===== config.mk =====
export PLATFORM = sky130hd
export DESIGN_NAME = exc_unit
export DESIGN_NICKNAME = d
export VERILOG_FILES = /design/src/rtl/exc_pkg.sv /design/src/rtl/irq_sync.sv /design/src/rtl/exc_unit.sv
export SDC_FILE = /design/constraint.sdc
export NUM_CORES = 1
export LEC_CHECK = 0
export CAP_MARGIN = 5
export CORE_UTILIZATION = 40
export CTS_CLUSTER_DIAMETER = 60
export DETAILED_ROUTE_END_ITERATION = 7
export PLACE_DENSITY_LB_ADDON = 0.12
export SLEW_MARGIN = 15
export SYNTH_ARGS = -nofsm -noshare
export SYNTH_HDL_FRONTEND = slang
export SYNTH_SLANG_ARGS = --single-unit
export TNS_END_PERCENT = 30

===== constraint.sdc =====
create_clock -name clk -period 2.85 [get_ports clk]
set_input_delay 0.855 -clock clk [delete_from_list [all_inputs] [get_ports clk]]
set_output_delay 0.855 -clock clk [all_outputs]
set_load 0.1 [all_outputs]

===== src/rtl/exc_pkg.sv =====
// Shared types and constants for the exception sequencing stage.
package exc_pkg;

    typedef enum logic [1:0] {
        IDLE    = 2'b00,
        TAKE    = 2'b01,
        HANDLER = 2'b10,
        RETURN  = 2'b11
    } exc_state_t;

    // PC redirect selects driven to the fetch stage
    localparam logic [1:0] PCSEL_SEQ = 2'b00;
    localparam logic [1:0] PCSEL_VEC = 2'b01;
    localparam logic [1:0] PCSEL_ELR = 2'b10;

    // Cause codes carried on EStatus
    localparam logic [3:0] ESTAT_BADOP = 4'b0001;
    localparam logic [3:0] ESTAT_IRQ   = 4'b0010;

endpackage


===== src/rtl/irq_sync.sv =====
// Multi-flop synchroniser for the asynchronous device interrupt level.
module irq_sync #(
    parameter int STAGES = 2
) (
    input  logic clk,
    input  logic reset,
    input  logic irq_raw,
    output logic irq_sync_out
);

    logic [STAGES-1:0] sync_r;

    // Shift the raw level through the flop chain; oldest sample exits at the top
    always_ff @(posedge clk or negedge reset) begin
        if (!reset) begin
            sync_r <= '0;
        end else begin
            sync_r <= {sync_r[STAGES-2:0], irq_raw};
        end
    end

    assign irq_sync_out = sync_r[STAGES-1];

endmodule


===== src/rtl/exc_unit.sv =====
// Exception/interrupt sequencer: IRQ synchronisation, ELR/ESR capture,
// exception entry/return PC redirect and pipeline flush.
module exc_unit
    import exc_pkg::*;
#(
    parameter int           N           = 64,
    parameter logic [N-1:0] EXC_VECTOR  = 64'hD8,
    parameter int           SYNC_STAGES = 2
) (
    input  logic         clk,
    input  logic         reset,
    input  logic         IRQ_raw,
    output logic         ExtIRQ,
    input  logic         Exc,
    input  logic         ERet,
    input  logic [3:0]   EStatus,
    input  logic [N-1:0] PC_exc,
    output logic         ExcAck,
    output logic [N-1:0] ELR,
    output logic [3:0]   ESR,
    output logic [N-1:0] ExcVector,
    output logic [1:0]   PCSel,
    output logic         Flush,
    output logic         InHandler
);

    exc_state_t state_r;
    logic       irq_sync_s;
    logic       irq_unmask_r;  // high while state_r is IDLE or TAKE
    logic       excack_r;
    logic       flush_r;
    logic       inhandler_r;
    logic [1:0] pcsel_r;
    logic [N-1:0] elr_r;
    logic [3:0]   esr_r;

    irq_sync #(
        .STAGES (SYNC_STAGES)
    ) u_irq_sync (
        .clk          (clk),
        .reset        (reset),
        .irq_raw      (IRQ_raw),
        .irq_sync_out (irq_sync_s)
    );

    // Sequencer FSM; outputs are registered alongside the state they belong to
    always_ff @(posedge clk or negedge reset) begin
        if (!reset) begin
            state_r      <= IDLE;
            irq_unmask_r <= 1'b1;
            excack_r     <= 1'b0;
            flush_r      <= 1'b0;
            inhandler_r  <= 1'b0;
            pcsel_r      <= PCSEL_SEQ;
            elr_r        <= '0;
            esr_r        <= 4'b0000;
        end else begin
            case (state_r)
                IDLE: begin
                    // Exc takes priority over a simultaneous ERet, which is meaningless here
                    if (Exc) begin
                        state_r      <= TAKE;
                        elr_r        <= PC_exc;
                        esr_r        <= EStatus;
                        irq_unmask_r <= 1'b1;
                        excack_r     <= 1'b1;
                        flush_r      <= 1'b1;
                        inhandler_r  <= 1'b0;
                        pcsel_r      <= PCSEL_VEC;
                    end else begin
                        state_r      <= IDLE;
                        irq_unmask_r <= 1'b1;
                        excack_r     <= 1'b0;
                        flush_r      <= 1'b0;
                        inhandler_r  <= 1'b0;
                        pcsel_r      <= PCSEL_SEQ;
                    end
                end
                TAKE: begin
                    state_r      <= HANDLER;
                    irq_unmask_r <= 1'b0;
                    excack_r     <= 1'b0;
                    flush_r      <= 1'b0;
                    inhandler_r  <= 1'b1;
                    pcsel_r      <= PCSEL_SEQ;
                end
                HANDLER: begin
                    // Nested Exc is dropped; ELR/ESR keep the original context
                    if (ERet) begin
                        state_r      <= RETURN;
                        irq_unmask_r <= 1'b0;
                        excack_r     <= 1'b0;
                        flush_r      <= 1'b1;
                        inhandler_r  <= 1'b1;
                        pcsel_r      <= PCSEL_ELR;
                    end else begin
                        state_r      <= HANDLER;
                        irq_unmask_r <= 1'b0;
                        excack_r     <= 1'b0;
                        flush_r      <= 1'b0;
                        inhandler_r  <= 1'b1;
                        pcsel_r      <= PCSEL_SEQ;
                    end
                end
                RETURN: begin
                    state_r      <= IDLE;
                    irq_unmask_r <= 1'b1;
                    excack_r     <= 1'b0;
                    flush_r      <= 1'b0;
                    inhandler_r  <= 1'b0;
                    pcsel_r      <= PCSEL_SEQ;
                end
                default: begin
                    state_r      <= IDLE;
                    irq_unmask_r <= 1'b1;
                    excack_r     <= 1'b0;
                    flush_r      <= 1'b0;
                    inhandler_r  <= 1'b0;
                    pcsel_r      <= PCSEL_SEQ;
                end
            endcase
        end
    end

    // IRQ stays visible in TAKE so the controller can acknowledge the device
    assign ExtIRQ    = irq_sync_s & irq_unmask_r;
    assign ExcAck    = excack_r;
    assign Flush     = flush_r;
    assign InHandler = inhandler_r;
    assign PCSel     = pcsel_r;
    assign ELR       = elr_r;
    assign ESR       = esr_r;
    assign ExcVector = EXC_VECTOR;

endmodule


==> results.tsv <==
stage	metric	value	unit
run_status	status	complete, no violations	
critical_path	crit_arrival	1.24	ns
grt	grt_pass1_vias	2004	
grt	antenna_found_initial	0	
cts	numCtsBuffers	9	
cts	clkLatencyLatePin	0.34	ns
floorplan	row_count	33	
routing	drt-initial-drc-count	52	
synth	synthAdderAreaFrac	1.12	%
sta	rsz0062_at_grt	no	
sta	setup_viol	0	
grt	grt_usage	14.8	%
cts	htree_num_levels	3	
cts	cts_sinks	75	
cts	cts_root_buf	clkbuf_8	
floorplan	initial_core_util	41.0	%
cts	clk_pin_slew	0.07	ns
floorplan	die-area	8740	µm²
layout	diodes	0	
sta	timing.fmax	0.477	GHz
sta	worst_slew_margin_rel	64.8	%
layout	fill_cells	695	
critical_path	cp-endpoint	ExtIRQ	
critical_path	required	2.00	ns
placed_design	gp_congestion	0.731	
grt	grt_first_pass_wirelength	9780	µm
synth	synth_compound_area_share	0	%
critical_path	cp_cell_sequence	and2_1 -> buf_4	
critical_path	r2r_cells	5	
grt	grt_max_degree	42	
cts	tritoncts	built	
routing	viasPerCell	4.18	
critical_path	worstPathMaxFanout	1	
layout	syn2layout_area_growth	41.0	%
synth	avgSynthCellArea	14.7	µm²
routing	routedWlPerCell	12.8	µm
sta	skew	0.00958	ns
floorplan	die_y	93.5	µm
critical_path	r2r_start	InHandler	
synth	ys_ff_latch	75	
synth	synth_cell_types	14	
critical_path	end_kind	primary output	
placed_design	io_buffers	146	
synth	synth_mux_area_share	25.1	%
synth	seq_area_frac_synth	56.1	%
synth	synthSimpleGateAreaFrac	0.934	%
run	cap_violations	0	
critical_path	worst_path_max_delay_cell	dfstp_2	
layout	layout-drive-gt1-share	43.1	%
critical_path	critPathLaunchType	flop	
sta	min_period_over_period	73.6	%
synth	synth_xor_area_share	0	%
min_path	worstHoldStart	u_irq_sync.sync_r[0]	
critical_path	r2r_slack	1.22	ns
synth	synth_top_family_by_area	multiplexers	
sta	hold_viol_final	0	
critical_path	r2r_end	ELR[63]	
cts	postCtsSetupRepairBufs	0	
placed_design	place_hpwl	4530	µm
synth	syn_inst	228	
floorplan	ioPinCount	211	
cts	hold_buffers	0	
critical_path	max_stage_delay	0.51	ns
sta	maxSlewViolCount	0	
routing	route.vias.total	2040	
synth	syn_area	3350	µm²
sta	fin_crit	2.10	ns
cts	cts_resized	0	
critical_path	path_class	flop to primary output	
grt	grt_overflow	0	
synth	ys_warn_count	0	
routing	routed_wl	6250	µm
sta	worst_slew_pin_slew	0.528	ns
layout	nNetsFinal	455	
critical_path	critPathLaunch	irq_unmask_r	
floorplan	coreArea	8180	µm²
cts	clockBufferDepth	2	
routing	drcViolationCount	0	
sta	tns	0	ns
floorplan	fp.dieW	93.5	µm
min_path	hp-class	flop to flop	
routing	drt-pass1-iter-count	4	
routing	ant_nets	0	
cell usage in the layout (no fill, tap or decap):
master           Yosys  routed
and2_1               2       2
mux2_4              20      20
mux2_2              48      48
clkinv_2             0       1
bufinv_16            0       1
dfstp_2              1       1
ha_1                 3       3
inv_1                3       3
buf_4               65      76
and3b_1              1       1
conb_1               2      64
nand2_4              0       1
clkdlybuf4s50_1      0      71
clkbuf_8             0      11
or2_2                1       1
clkinvlp_4           0       2
buf_12               0       3
dfrtp_1             74      74
registers in the layout, summed over array words and instances, names as in the netlist:
| signal | flops |
|---|---|
| ELR | 64 |
| ESR | 4 |
| PCSel | 2 |
| u_irq_sync.sync_r | 2 |
| InHandler | 1 |
| irq_unmask_r | 1 |
| state_r | 1 |
cell type report:
cell class,instances,area (µm²),share of cell area [%]
clock inverters,4,50.0,1.06
multi-input cells,140,1160,24.5
clock buffers,11,151,3.21
repair buffers,150,1340,28.4
well taps,105,131,2.78
inverters,3,11.3,0.239
flip-flops and latches,75,1880,39.8
worst min path at each step:
stage / endpoint / depth (start not counted)
2_1_floorplan: u_irq_sync.sync_r[1] / 0
3_3_place_gp: u_irq_sync.sync_r[1] / 0
3_5_place_dp: u_irq_sync.sync_r[1] / 0
4_1_cts: u_irq_sync.sync_r[1] / 0
5_1_grt: u_irq_sync.sync_r[1] / 0
6_report: u_irq_sync.sync_r[1] / 0
cells by family after synthesis:
| kind of cell | count (synthesis) |
|---|---|
| simple gates | 5 |
| mux | 68 |
| fa+ha+maj | 3 |
| flops | 75 |
| other cells | 2 |
| buf+inv | 75 |
Yosys cell counts:
master   number  share of area (%)
and2_1        2               0.37
and3b_1       1               0.26
buf_2         4               0.60
buf_4        65                 15
buf_6         3                1.0
conb_1        2               0.22
dfrtp_1      74                 55
dfstp_2       1               0.78
ha_1          3                1.1
inv_1         3               0.34
mux2_2       48                 16
mux2_4       20                9.0
nand2_1       1               0.11
or2_2         1               0.19
critical path, delay by kind of cell, from the launching register on:
family | cells | cell delay, ns
flip-flops | 1 | 0.51
buffers and inverters | 1 | 0.29
AND/OR/NAND/NOR | 1 | 0.11
stage by stage:
step / std cells / worst slack (ns) / instance area, µm² / util [%] / hold slack [ns]
after floorplan: 290 / 0.671 / 3580 / - / 0.331
after global placement: 473 / 0.558 / 4520 / 55.3 / 0.333
after detailed placement: 473 / 0.534 / 4520 / 55.3 / 0.336
after CTS: 488 / 0.721 / 4720 / 57.7 / 0.353
after global routing: 488 / 0.700 / 4720 / 57.7 / 0.358
final: 488 / 0.752 / 4720 / 57.7 / 0.351
routing by layer:
metal / up-vias / track usage [%] / share of wire [%] / routed length, µm
met2: 116 / 23.0 / 46 / 2880
met4: 0 / 7.44 / 2.2 / 140
met1: 988 / 18.3 / 42 / 2630
li1: 922 / - / - / -
met3: 14 / 4.88 / 9.6 / 601
met5: - / 0 / 0 / 0
Power is left out: the tool's default activity adds up to more than one toggle a clock period on the data nets, which glitch-free logic cannot reach.
